`src/rtl/div_unit_pkg.sv`:
```
// Shared definitions for the iterative divider: instruction control codes
// used by hazard and alu, the divider FSM state encoding, iteration limits
// and a magnitude helper.
package div_unit_pkg;

    // Control codes for the two divide instructions (funct field values).
    localparam logic [5:0] DIV_CONTROL  = 6'b011010;
    localparam logic [5:0] DIVU_CONTROL = 6'b011011;

    // Divider FSM encoding.
    typedef enum logic [1:0] {
        ST_IDLE = 2'd0,
        ST_BUSY = 2'd1,
        ST_DONE = 2'd2
    } div_state_e;

    // Counter value during the 32nd (final) restoring iteration.
    localparam logic [5:0] LAST_ITER = 6'd31;

    // Absolute value of a 32-bit operand; signed mode only. The magnitude of
    // 0x80000000 is 0x80000000, which is correct as an unsigned number.
    function automatic logic [31:0] mag32(input logic [31:0] v, input logic sgn);
        return (sgn && v[31]) ? (~v + 32'd1) : v;
    endfunction

endpackage

```
`src/rtl/div_unit_if.sv`:
```
// Request/result bundle between the E-stage and the divider.
//
// Handshake: the requester holds start high (with signed_div and operands
// stable) while the divider is idle; the divider takes the request on the
// first rising edge it sees start in IDLE. ready is a one-cycle pulse marking
// result valid; result then holds until the next completion. annul cancels
// any request or operation in flight and suppresses ready.
interface div_unit_if;
    logic        start;
    logic        signed_div;
    logic [31:0] opdata1;
    logic [31:0] opdata2;
    logic        annul;
    logic [63:0] result;
    logic        ready;
    logic        busy;

    modport master (
        output start, signed_div, opdata1, opdata2, annul,
        input  result, ready, busy
    );

    modport slave (
        input  start, signed_div, opdata1, opdata2, annul,
        output result, ready, busy
    );
endinterface

```
`src/rtl/div_step.sv`:
```
// One radix-2 restoring division iteration on unsigned magnitudes: shift the
// next dividend bit into the partial remainder, subtract the divisor if it
// fits, and shift the resulting quotient bit in.
module div_step (
    input  logic [31:0] rem_in,
    input  logic [31:0] quo_in,
    input  logic [31:0] divisor,
    output logic [31:0] rem_out,
    output logic [31:0] quo_out
);

    logic [32:0] shifted;
    logic [31:0] diff;
    logic        take;

    // Shift/compare/subtract; the partial remainder stays below the divisor,
    // so the difference always fits in 32 bits when the subtraction is taken.
    always_comb begin
        shifted = {rem_in, quo_in[31]};
        take    = (shifted >= {1'b0, divisor});
        diff    = shifted[31:0] - divisor;
        rem_out = take ? diff : shifted[31:0];
        quo_out = {quo_in[30:0], take};
    end

endmodule

```
`src/rtl/div_unit.sv`:
```
// Iterative 32-bit DIV/DIVU unit: IDLE -> BUSY (32 restoring iterations) ->
// DONE, with a one-cycle shortcut to DONE for a zero divisor. Signed operands
// are divided as magnitudes and fixed up on completion.
// Optional feature: DIV_EARLY_OUT_EN adds a shortcut for |dividend| < |divisor|.
module div_unit
    import div_unit_pkg::*;
(
    input  logic       clk,
    input  logic       resetn,
    div_unit_if.slave  bus,
    output div_state_e dbg_state
);

    div_state_e  state, state_next;
    logic [5:0]  count;
    logic [31:0] part_rem;
    logic [31:0] quo_sh;
    logic [31:0] dvs_mag;
    logic        neg_quo;
    logic        neg_rem;
    logic [63:0] result_q;

    logic        accept;
    logic        div_zero;
    logic        early;
    logic        short_path;
    logic [31:0] a_mag;
    logic [31:0] b_mag;
    logic [63:0] short_result;
    logic [31:0] step_rem;
    logic [31:0] step_quo;
    logic [31:0] fix_rem;
    logic [31:0] fix_quo;

    assign a_mag    = mag32(bus.opdata1, bus.signed_div);
    assign b_mag    = mag32(bus.opdata2, bus.signed_div);
    assign div_zero = (bus.opdata2 == 32'd0);

`ifdef DIV_EARLY_OUT_EN
    // Quotient is zero whenever the dividend magnitude is below the divisor's.
    assign early = !div_zero && (a_mag < b_mag);
`else
    assign early = 1'b0;
`endif

    assign short_path = div_zero || early;

    // Both shortcuts return the raw dividend as remainder; only the quotient differs.
    assign short_result = {bus.opdata1, (div_zero ? 32'hFFFF_FFFF : 32'h0000_0000)};

    div_step u_step (
        .rem_in  (part_rem),
        .quo_in  (quo_sh),
        .divisor (dvs_mag),
        .rem_out (step_rem),
        .quo_out (step_quo)
    );

    assign fix_quo = neg_quo ? (~step_quo + 32'd1) : step_quo;
    assign fix_rem = neg_rem ? (~step_rem + 32'd1) : step_rem;

    // Next-state logic; annul overrides everything, including a pending start.
    always_comb begin
        state_next = state;
        accept     = 1'b0;
        case (state)
            ST_IDLE: begin
                if (bus.start) begin
                    accept     = 1'b1;
                    state_next = short_path ? ST_DONE : ST_BUSY;
                end
            end
            ST_BUSY: begin
                if (count == LAST_ITER) begin
                    state_next = ST_DONE;
                end
            end
            ST_DONE: begin
                state_next = ST_IDLE;
            end
            default: begin
                state_next = ST_IDLE;
            end
        endcase
        if (bus.annul) begin
            state_next = ST_IDLE;
            accept     = 1'b0;
        end
    end

    // FSM state register.
    always_ff @(posedge clk or negedge resetn) begin
        if (!resetn) begin
            state <= ST_IDLE;
        end else begin
            state <= state_next;
        end
    end

    // Operand capture, iteration datapath and result register.
    always_ff @(posedge clk or negedge resetn) begin
        if (!resetn) begin
            count    <= 6'd0;
            part_rem <= 32'd0;
            quo_sh   <= 32'd0;
            dvs_mag  <= 32'd0;
            neg_quo  <= 1'b0;
            neg_rem  <= 1'b0;
            result_q <= 64'd0;
        end else if (accept) begin
            count    <= 6'd0;
            part_rem <= 32'd0;
            quo_sh   <= a_mag;
            dvs_mag  <= b_mag;
            neg_quo  <= bus.signed_div && (bus.opdata1[31] ^ bus.opdata2[31]);
            neg_rem  <= bus.signed_div && bus.opdata1[31];
            if (short_path) begin
                result_q <= short_result;
            end
        end else if (state == ST_BUSY && !bus.annul) begin
            count    <= count + 6'd1;
            part_rem <= step_rem;
            quo_sh   <= step_quo;
            if (count == LAST_ITER) begin
                result_q <= {fix_rem, fix_quo};
            end
        end else begin
            count <= 6'd0;
        end
    end

    assign bus.result = result_q;
    assign bus.ready  = (state == ST_DONE) && !bus.annul;
    assign bus.busy   = (state == ST_BUSY);
    assign dbg_state  = state;

endmodule

```
`src/flat_wrapper.sv`:
```
// flat-port wrapper written by rule: the top's interface ports become plain ports
module div_unit_flat import div_unit_pkg::*;
  (clk, resetn, dbg_state, bus_start, bus_signed_div, bus_opdata1, bus_opdata2, bus_annul, bus_result, bus_ready, bus_busy);
  div_unit_if bus_i ();
  input  logic clk;
  input  logic resetn;
  output div_state_e dbg_state;
  input wire logic [$bits(bus_i.start)-1:0] bus_start;
  input wire logic [$bits(bus_i.signed_div)-1:0] bus_signed_div;
  input wire logic [$bits(bus_i.opdata1)-1:0] bus_opdata1;
  input wire logic [$bits(bus_i.opdata2)-1:0] bus_opdata2;
  input wire logic [$bits(bus_i.annul)-1:0] bus_annul;
  output wire logic [$bits(bus_i.result)-1:0] bus_result;
  output wire logic [$bits(bus_i.ready)-1:0] bus_ready;
  output wire logic [$bits(bus_i.busy)-1:0] bus_busy;
  assign bus_i.start = bus_start;
  assign bus_i.signed_div = bus_signed_div;
  assign bus_i.opdata1 = bus_opdata1;
  assign bus_i.opdata2 = bus_opdata2;
  assign bus_i.annul = bus_annul;
  assign bus_result = bus_i.result;
  assign bus_ready = bus_i.ready;
  assign bus_busy = bus_i.busy;
  div_unit u_core (.clk(clk), .resetn(resetn), .bus(bus_i), .dbg_state(dbg_state));
endmodule
```
`config.mk`:
```
export PLATFORM = sky130hd
export DESIGN_NAME = div_unit_flat
export DESIGN_NICKNAME = d
export VERILOG_FILES = /design/src/rtl/div_unit_pkg.sv /design/src/rtl/div_unit_if.sv /design/src/rtl/div_step.sv /design/src/rtl/div_unit.sv /design/src/flat_wrapper.sv
export SDC_FILE = /design/constraint.sdc
export NUM_CORES = 1
export LEC_CHECK = 0
export ABC_AREA = 0
export CORE_ASPECT_RATIO = 0.5
export CORE_UTILIZATION = 52
export DETAILED_ROUTE_END_ITERATION = 10
export PLACE_DENSITY = 0.77
export RECOVER_POWER = 50
export REMOVE_ABC_BUFFERS = 1
export SLEW_MARGIN = 20
export SYNTH_ARGS = -nofsm -noshare
export SYNTH_HDL_FRONTEND = slang
export SYNTH_SLANG_ARGS = --single-unit
```
`constraint.sdc`:
```
create_clock -name clk -period 6.5 [get_ports clk]
set_input_delay 1.3 -clock clk [delete_from_list [all_inputs] [get_ports clk]]
set_output_delay 1.3 -clock clk [all_outputs]
set_load 0.02 [all_outputs]
```
# Word level (Yosys, flattened, before mapping)
# Index checks and enable logic that the tools add are counted.
[totals]
register_bits = 170
input_bits = 69
[classes]
n_mux = 23
n_addsub = 6
n_bitwise = 5
magnitude_cmp = 1
n_reduce_logical = 12
eq_ne = 6
[ops]
columns = ["operator", "n"]
rows = [
  ["2-to-1 mux 32 bit", 9],
  ["2-to-1 mux 64 bit", 4],
  ["adder 32 x 1 -> 32 bit, second input constant", 4],
  ["NOT 32 bit", 4],
  [">= comparator 33 x 32 -> 1 bit", 1],
  ["logical NOT 32 bit", 1],
  ["subtractor 32 bit", 1],
  ["2-to-1 mux 6 bit", 2],
  ["2-to-1 mux 2 bit", 4],
  ["adder 6 x 1 -> 6 bit, second input constant", 1],
  ["equality test 6 x 5 -> 1 bit, second input constant", 1],
  ["logical AND 1 bit", 5],
  ["case mux 2 bit (2 select lines)", 1],
  ["nonzero test 2 bit", 2],
  ["2-to-1 mux 1 bit", 3],
  ["inequality test 3 x 2 -> 1 bit, second input constant", 1],
  ["inequality test 3 bit, second input constant", 1],
  ["AND reduction 3 bit", 1],
  ["equality test 2 x 1 -> 1 bit, second input constant", 1],
  ["equality test 2 bit, second input constant", 1],
  ["logical NOT 2 bit", 1],
  ["inequality test 2 bit, second input constant", 1],
  ["AND reduction 2 bit", 1],
  ["logical NOT 1 bit", 1],
  ["XOR 1 bit", 1],
]

# Depth between registers and ports, before layout
[depth]
depth_word = 8
mapped_depth = 24
depth_no_buf = 20

# Modules after synthesis
# A second synthesis with hierarchy kept.
[unflattened]
cells_unflattened = 1490
hier_area_um2 = 12465.7
[modules_own_cells]
columns = ["module", "cells_each", "area_per_inst_um2", "seq_area_each_um2", "n_inst"]
rows = [
  ["div_unit", 1110, 9915.8, 4254.1, 1],
  ["div_step", 380, 2549.9, 0.0, 1],
]

# Least setup slack after synthesis
# Ideal clock, no wire load.
[synth_path]
path_type = "register -> register"
start = "register u_core.part_rem[14]"
end = "register u_core.result_q[62] (netlist: u_core.bus.result[62])"
path_buffers = 4
stages_incl_launch_ff = 23
t_arrival_ns = 5.232
t_required_ns = 6.424
slack_ns = 1.192
synth_period_minus_slack_ns = 5.308
cell_sequence = "dfrtp_1 -> ha_1 -> buf_2 -> nand4_2 -> or4_4 -> nor4_4 -> nor3_2 -> nand2_4 -> buf_2 -> clkbuf_1 -> clkbuf_1 -> nand2_1 -> o21ai_0 -> ha_1 -> nand2b_1 -> or4_1 -> nor3_1 -> nor4b_1 -> o2111a_1 -> nand4b_4 -> o31a_1 -> xor2_1 -> o21ai_1"
[synth_via]
elab_chain_cells = 8
word_cells_on_any_way = 9
classes_between = "2 x add/sub; 1 x order compare; 5 x mux; 1 x bitwise"
[synth_rtl]
columns = ["item", "line_no", "source"]
rows = [
  ["start, declared", "div_unit.sv:16", "logic [31:0] part_rem;"],
  ["start signal, assigned", "div_unit.sv:122", "part_rem <= step_rem;"],
  ["subtractor 32 bit / >= comparator 33 x 32 -> 1 bit (equally long branches)", "div_step.sv:21, div_step.sv:20", ""],
  ["2-to-1 mux 32 bit *", "div_step.sv:22", "rem_out = take ? diff : shifted[31:0];"],
  ["NOT 32 bit", "div_unit.sv:60", "assign fix_rem = neg_rem ? (~step_rem + 32'd1) : step_rem;"],
  ["adder 32 x 1 -> 32 bit", "div_unit.sv:60", ""],
  ["2-to-1 mux 32 bit *", "div_unit.sv:60", ""],
  ["2-to-1 mux 64 bit *", "div_unit.sv:124", "if (count == LAST_ITER) begin"],
  ["2-to-1 mux 64 bit *", "div_unit.sv:120", "end else if (state == ST_BUSY && !bus.annul) begin"],
  ["2-to-1 mux 64 bit *", "div_unit.sv:110", "end else if (accept) begin"],
  ["end signal, assigned", "div_unit.sv:118", "result_q <= short_result;"],
  ["end signal, assigned", "div_unit.sv:125", "result_q <= {fix_rem, fix_quo};"],
  ["end, declared", "div_unit.sv:21", "logic [63:0] result_q;"],
]
# Every way passes the cells marked *; elsewhere a longest branch is shown, timed or not. The select of a mux whose other input is x is not followed.
# A chain may end at the register's enable or synchronous reset.

# Worst setup path after layout
[layout_path]
start = "register u_core.part_rem[5]"
end = "register u_core.result_q[62] (netlist: u_core.bus.result[62])"
# The elaborated chain is that of the path after synthesis.

==> run metrics <==
status=finished, violations left; failing checks=max-capacitance violations, max-slew violations; Syn Inst Count=1,511; DR vias/cell=6.04; Net Sw Frac=0.488; Final setup viols=0; worst-path maximum fanout=12; Startpoint Class=flip-flop; CP required=6.88 ns; max-slew violations=367; maximum vdd drop=0.210 mV; area of the core=22,200 µm²; Post-Synth Adder-Cell Area=0.0401; fin crit share=0.817; CTS tree=done; DRC viols=0; gr ovfl total=0; antenna violations before repair=0; LEAKAGE=6.07 nW; number of synthesized flops with an enable pin=0; Critical Path End Type=flip-flop; Die Wd=217 µm; Comb pwr share=0.573; final hold vios=0; area grow syn2layout=17.6%; DIE AREA=23,800 µm²; clock skew=0.0106 ns; Vert. Die Dim=110 µm; worst hold-check path type=reg -> reg; post-synth cell types=79; register area share after synthesis=0.353; largest net degree at the start of global routing=140; Area contributors post-synth=dfrtp_1 (35%), nand2_1 (6.8%), o21ai_0 (6.1%); CTS H-tree lvls=4; DR WL/cell=19.6 µm; Detailed Route WL=37.4 mm; largest family of logic cells by synthesized area=compound AO/OA/AOI/OAI gates; Post-Route Utilization=0.638; Total GRT Usage=0.325; First-pass DRT Iterations=6; Internal=3.09 mW; Synth Cell Area=12,100 µm²; Crit Path Class=reg -> reg; Synth Area per Inst=7.98 µm²; post-synthesis register bit count=170; Simple-Gate Fraction of Synth Area=0.217; RSZ-0062 raised after global routing=no; Synth top area share=0.353; Vias=11,500; clock sinks=170; maximum clock rate=0.188 GHz; PortBufs=136; first-pass GRT wire length=59.7 mm; clk_lat worst skew=0.45 ns; Max Cap Violations=5; Async SR Flop Fraction=1.00; Root Buffer=clkbuf_16; XOR/XNOR Fraction of Synth Area=0.0973; Num CTS Buffers=17; compound-gate portion of the synthesized area=0.230; Reg power frac=0.245; initial drt markers=1,337; Synth Warn #=0; P per Cell Area=426 nW/µm²; remaining antenna violation count after routing=0; clock network power share=0.182; # hold bufs at CTS=0; min Tclk post-route=5.31 ns; io pins=137; Clock Tree Buf Depth=2; n_diodes=0; Main synth FF type=dfrtp_1; CTS resizes=0; tightest slew margin relative to the limit=-1.14; Yosys top cell by area=dfrtp_1; switching power=2.95 mW; initial core utilization=0.543; fillers=1,953; Least-Margin Pin Slew=3.22 ns; GPL Wtd Cong=0.926; layout cells sized above 1=0.0373; mux share of post-synthesis cell area=0.0185; Site Rows=38; Layout Nets=1,704; post-CTS setup buffer count=0; hpwl dp=27.9 mm; Clock transition at path regs=0.07 ns; WP data arrival=5.69 ns; vias in the first global route=10,800; Sum Neg Setup Slack=0 ns
[cells in the mapped netlist, types with 7 or more instances]
master / number
nand4_1: 9
nor2b_1: 7
a21o_1: 10
clkbuf_1: 57
nand2b_1: 9
a31oi_1: 37
a211oi_1: 17
dfrtp_1: 170
mux2i_1: 20
buf_1: 11
and3_1: 12
ha_1: 37
o21ai_0: 146
nor4_1: 16
o21a_1: 13
o211ai_1: 9
nand2_1: 219
and2_1: 10
xnor2_1: 63
or3_1: 27
o31ai_1: 21
nor3_1: 33
inv_1: 48
o41ai_1: 7
nor2_1: 151
xor2_1: 71
nand3_1: 28
buf_2: 11
a22o_1: 8
a21oi_1: 120
or4_1: 8
[logic make-up (layout without fill, tap and decap cells)]
kind of cell / count (synthesis) / in the layout
DFF: 170 / 170
adders and majority gates: 38 / 38
xor gates and xnor gates: 134 / 134
buffers and inverters: 133 / 232
muxes: 22 / 22
and+or+nand+nor: 562 / 562
AOI/OAI and AO/OA: 452 / 452
[placed cells by master, fill, tap and decap left out, types with 13 or more instances in the layout]
master and count:
o21a_1 13, nor2_1 150, clkdlybuf4s50_1 111, or3_1 27, o21ai_0 146, dfrtp_1 170
nand3_1 28, xor2_1 71, a31oi_1 37, dlygate4sd3_1 24, inv_1 48, nand2_1 219
clkbuf_16 17, o31ai_1 21, xnor2_1 63, nor4_1 16, mux2i_1 20, ha_1 37
a211oi_1 17, nor3_1 33, a21oi_1 120
[final timing paths]
| kind | from | endpoint | slack (ns) | cells past startpoint |
|---|---|---|---|---|
| worst max-delay path | u_core.part_rem[5]$_DFFE_PN0P_ | u_core.bus.result[62]$_DFFE_PN0P_ | 1.19 | 18 |
| worst min-delay path | u_core.dvs_mag[20]$_DFFE_PN0P_ | u_core.dvs_mag[20]$_DFFE_PN0P_ | 0.48 | 2 |
| worst max register to register | u_core.part_rem[5]$_DFFE_PN0P_ | u_core.bus.result[62]$_DFFE_PN0P_ | 1.19 | 18 |
| worst min register to register | u_core.dvs_mag[20]$_DFFE_PN0P_ | u_core.dvs_mag[20]$_DFFE_PN0P_ | 0.48 | 2 |
| max in group asynchronous | resetn | u_core.quo_sh[26]$_DFFE_PN0P_ | 1.64 | 2 |
| min in group asynchronous | resetn | u_core.dvs_mag[22]$_DFFE_PN0P_ | 1.92 | 1 |
[sequential cells by signal, summed over array words and instances, names as in the netlist]
name,count
u_core.dbg_state,2
u_core.count,6
u_core.bus.result,64
u_core.part_rem,32
u_core.neg_rem,1
u_core.neg_quo,1
u_core.quo_sh,32
u_core.dvs_mag,32
[critical path: stages, from the launching register on]
cell and delay (ns):
dfrtp_1 0.49, ha_1 0.44, a21oi_1 0.30, o21ai_1 0.18
nor2b_1 0.19, o311ai_2 0.56, nand2_4 0.23, inv_4 0.10
mux2i_1 0.30, ha_1 0.27, nand2b_1 0.10, or4_1 0.44
nor3_1 0.25, nor4b_1 0.35, o2111a_1 0.31, nand4b_4 0.13
o31a_1 0.29, xor2_1 0.17, o21ai_1 0.15
[area by class of cell]
type,count,area (µm²),share of cell area
inverter,51,194,0.0137
timing repair buffer,149,1450,0.102
clock buffer,19,433,0.0305
clock inverter,13,181,0.0128
multi-input combinational,1208,7290,0.514
tap,300,375,0.0265
sequential,170,4250,0.300
[per-stage QoR]
step                      instances  setup WS [ns]  hold WS (ns)  total power, mW  area [µm²]
final                          1910           1.19         0.478             6.04       14200
after floorplan                1429         -0.899         0.450             3.85       11700
after global placement         1878           1.40         0.463             4.82       13600
after CTS                      1910           1.27         0.484             5.96       14200
after global routing           1910          0.757         0.496             6.44       14200
after detailed placement       1878           1.27         0.469             4.84       13600
[metal layers]
metal / vias up / routed length [µm] / track usage
li1: 5575 / - / -
met4: 0 / 581 / 0.0850
met3: 47 / 2890 / 0.0791
met2: 483 / 15600 / 0.467
met5: - / 0 / 0
met1: 5435 / 18300 / 0.483
[power groups by stage]
stage	logic [mW]	registers [mW]	clock network, mW
6_report	3.46	1.48	1.10
2_1_floorplan	2.45	1.40	0
3_3_place_gp	3.35	1.47	0
4_1_cts	3.38	1.47	1.11
3_5_place_dp	3.35	1.48	0
5_1_grt	3.78	1.50	1.16
No activity file was read; power rests on OpenSTA's default activity.
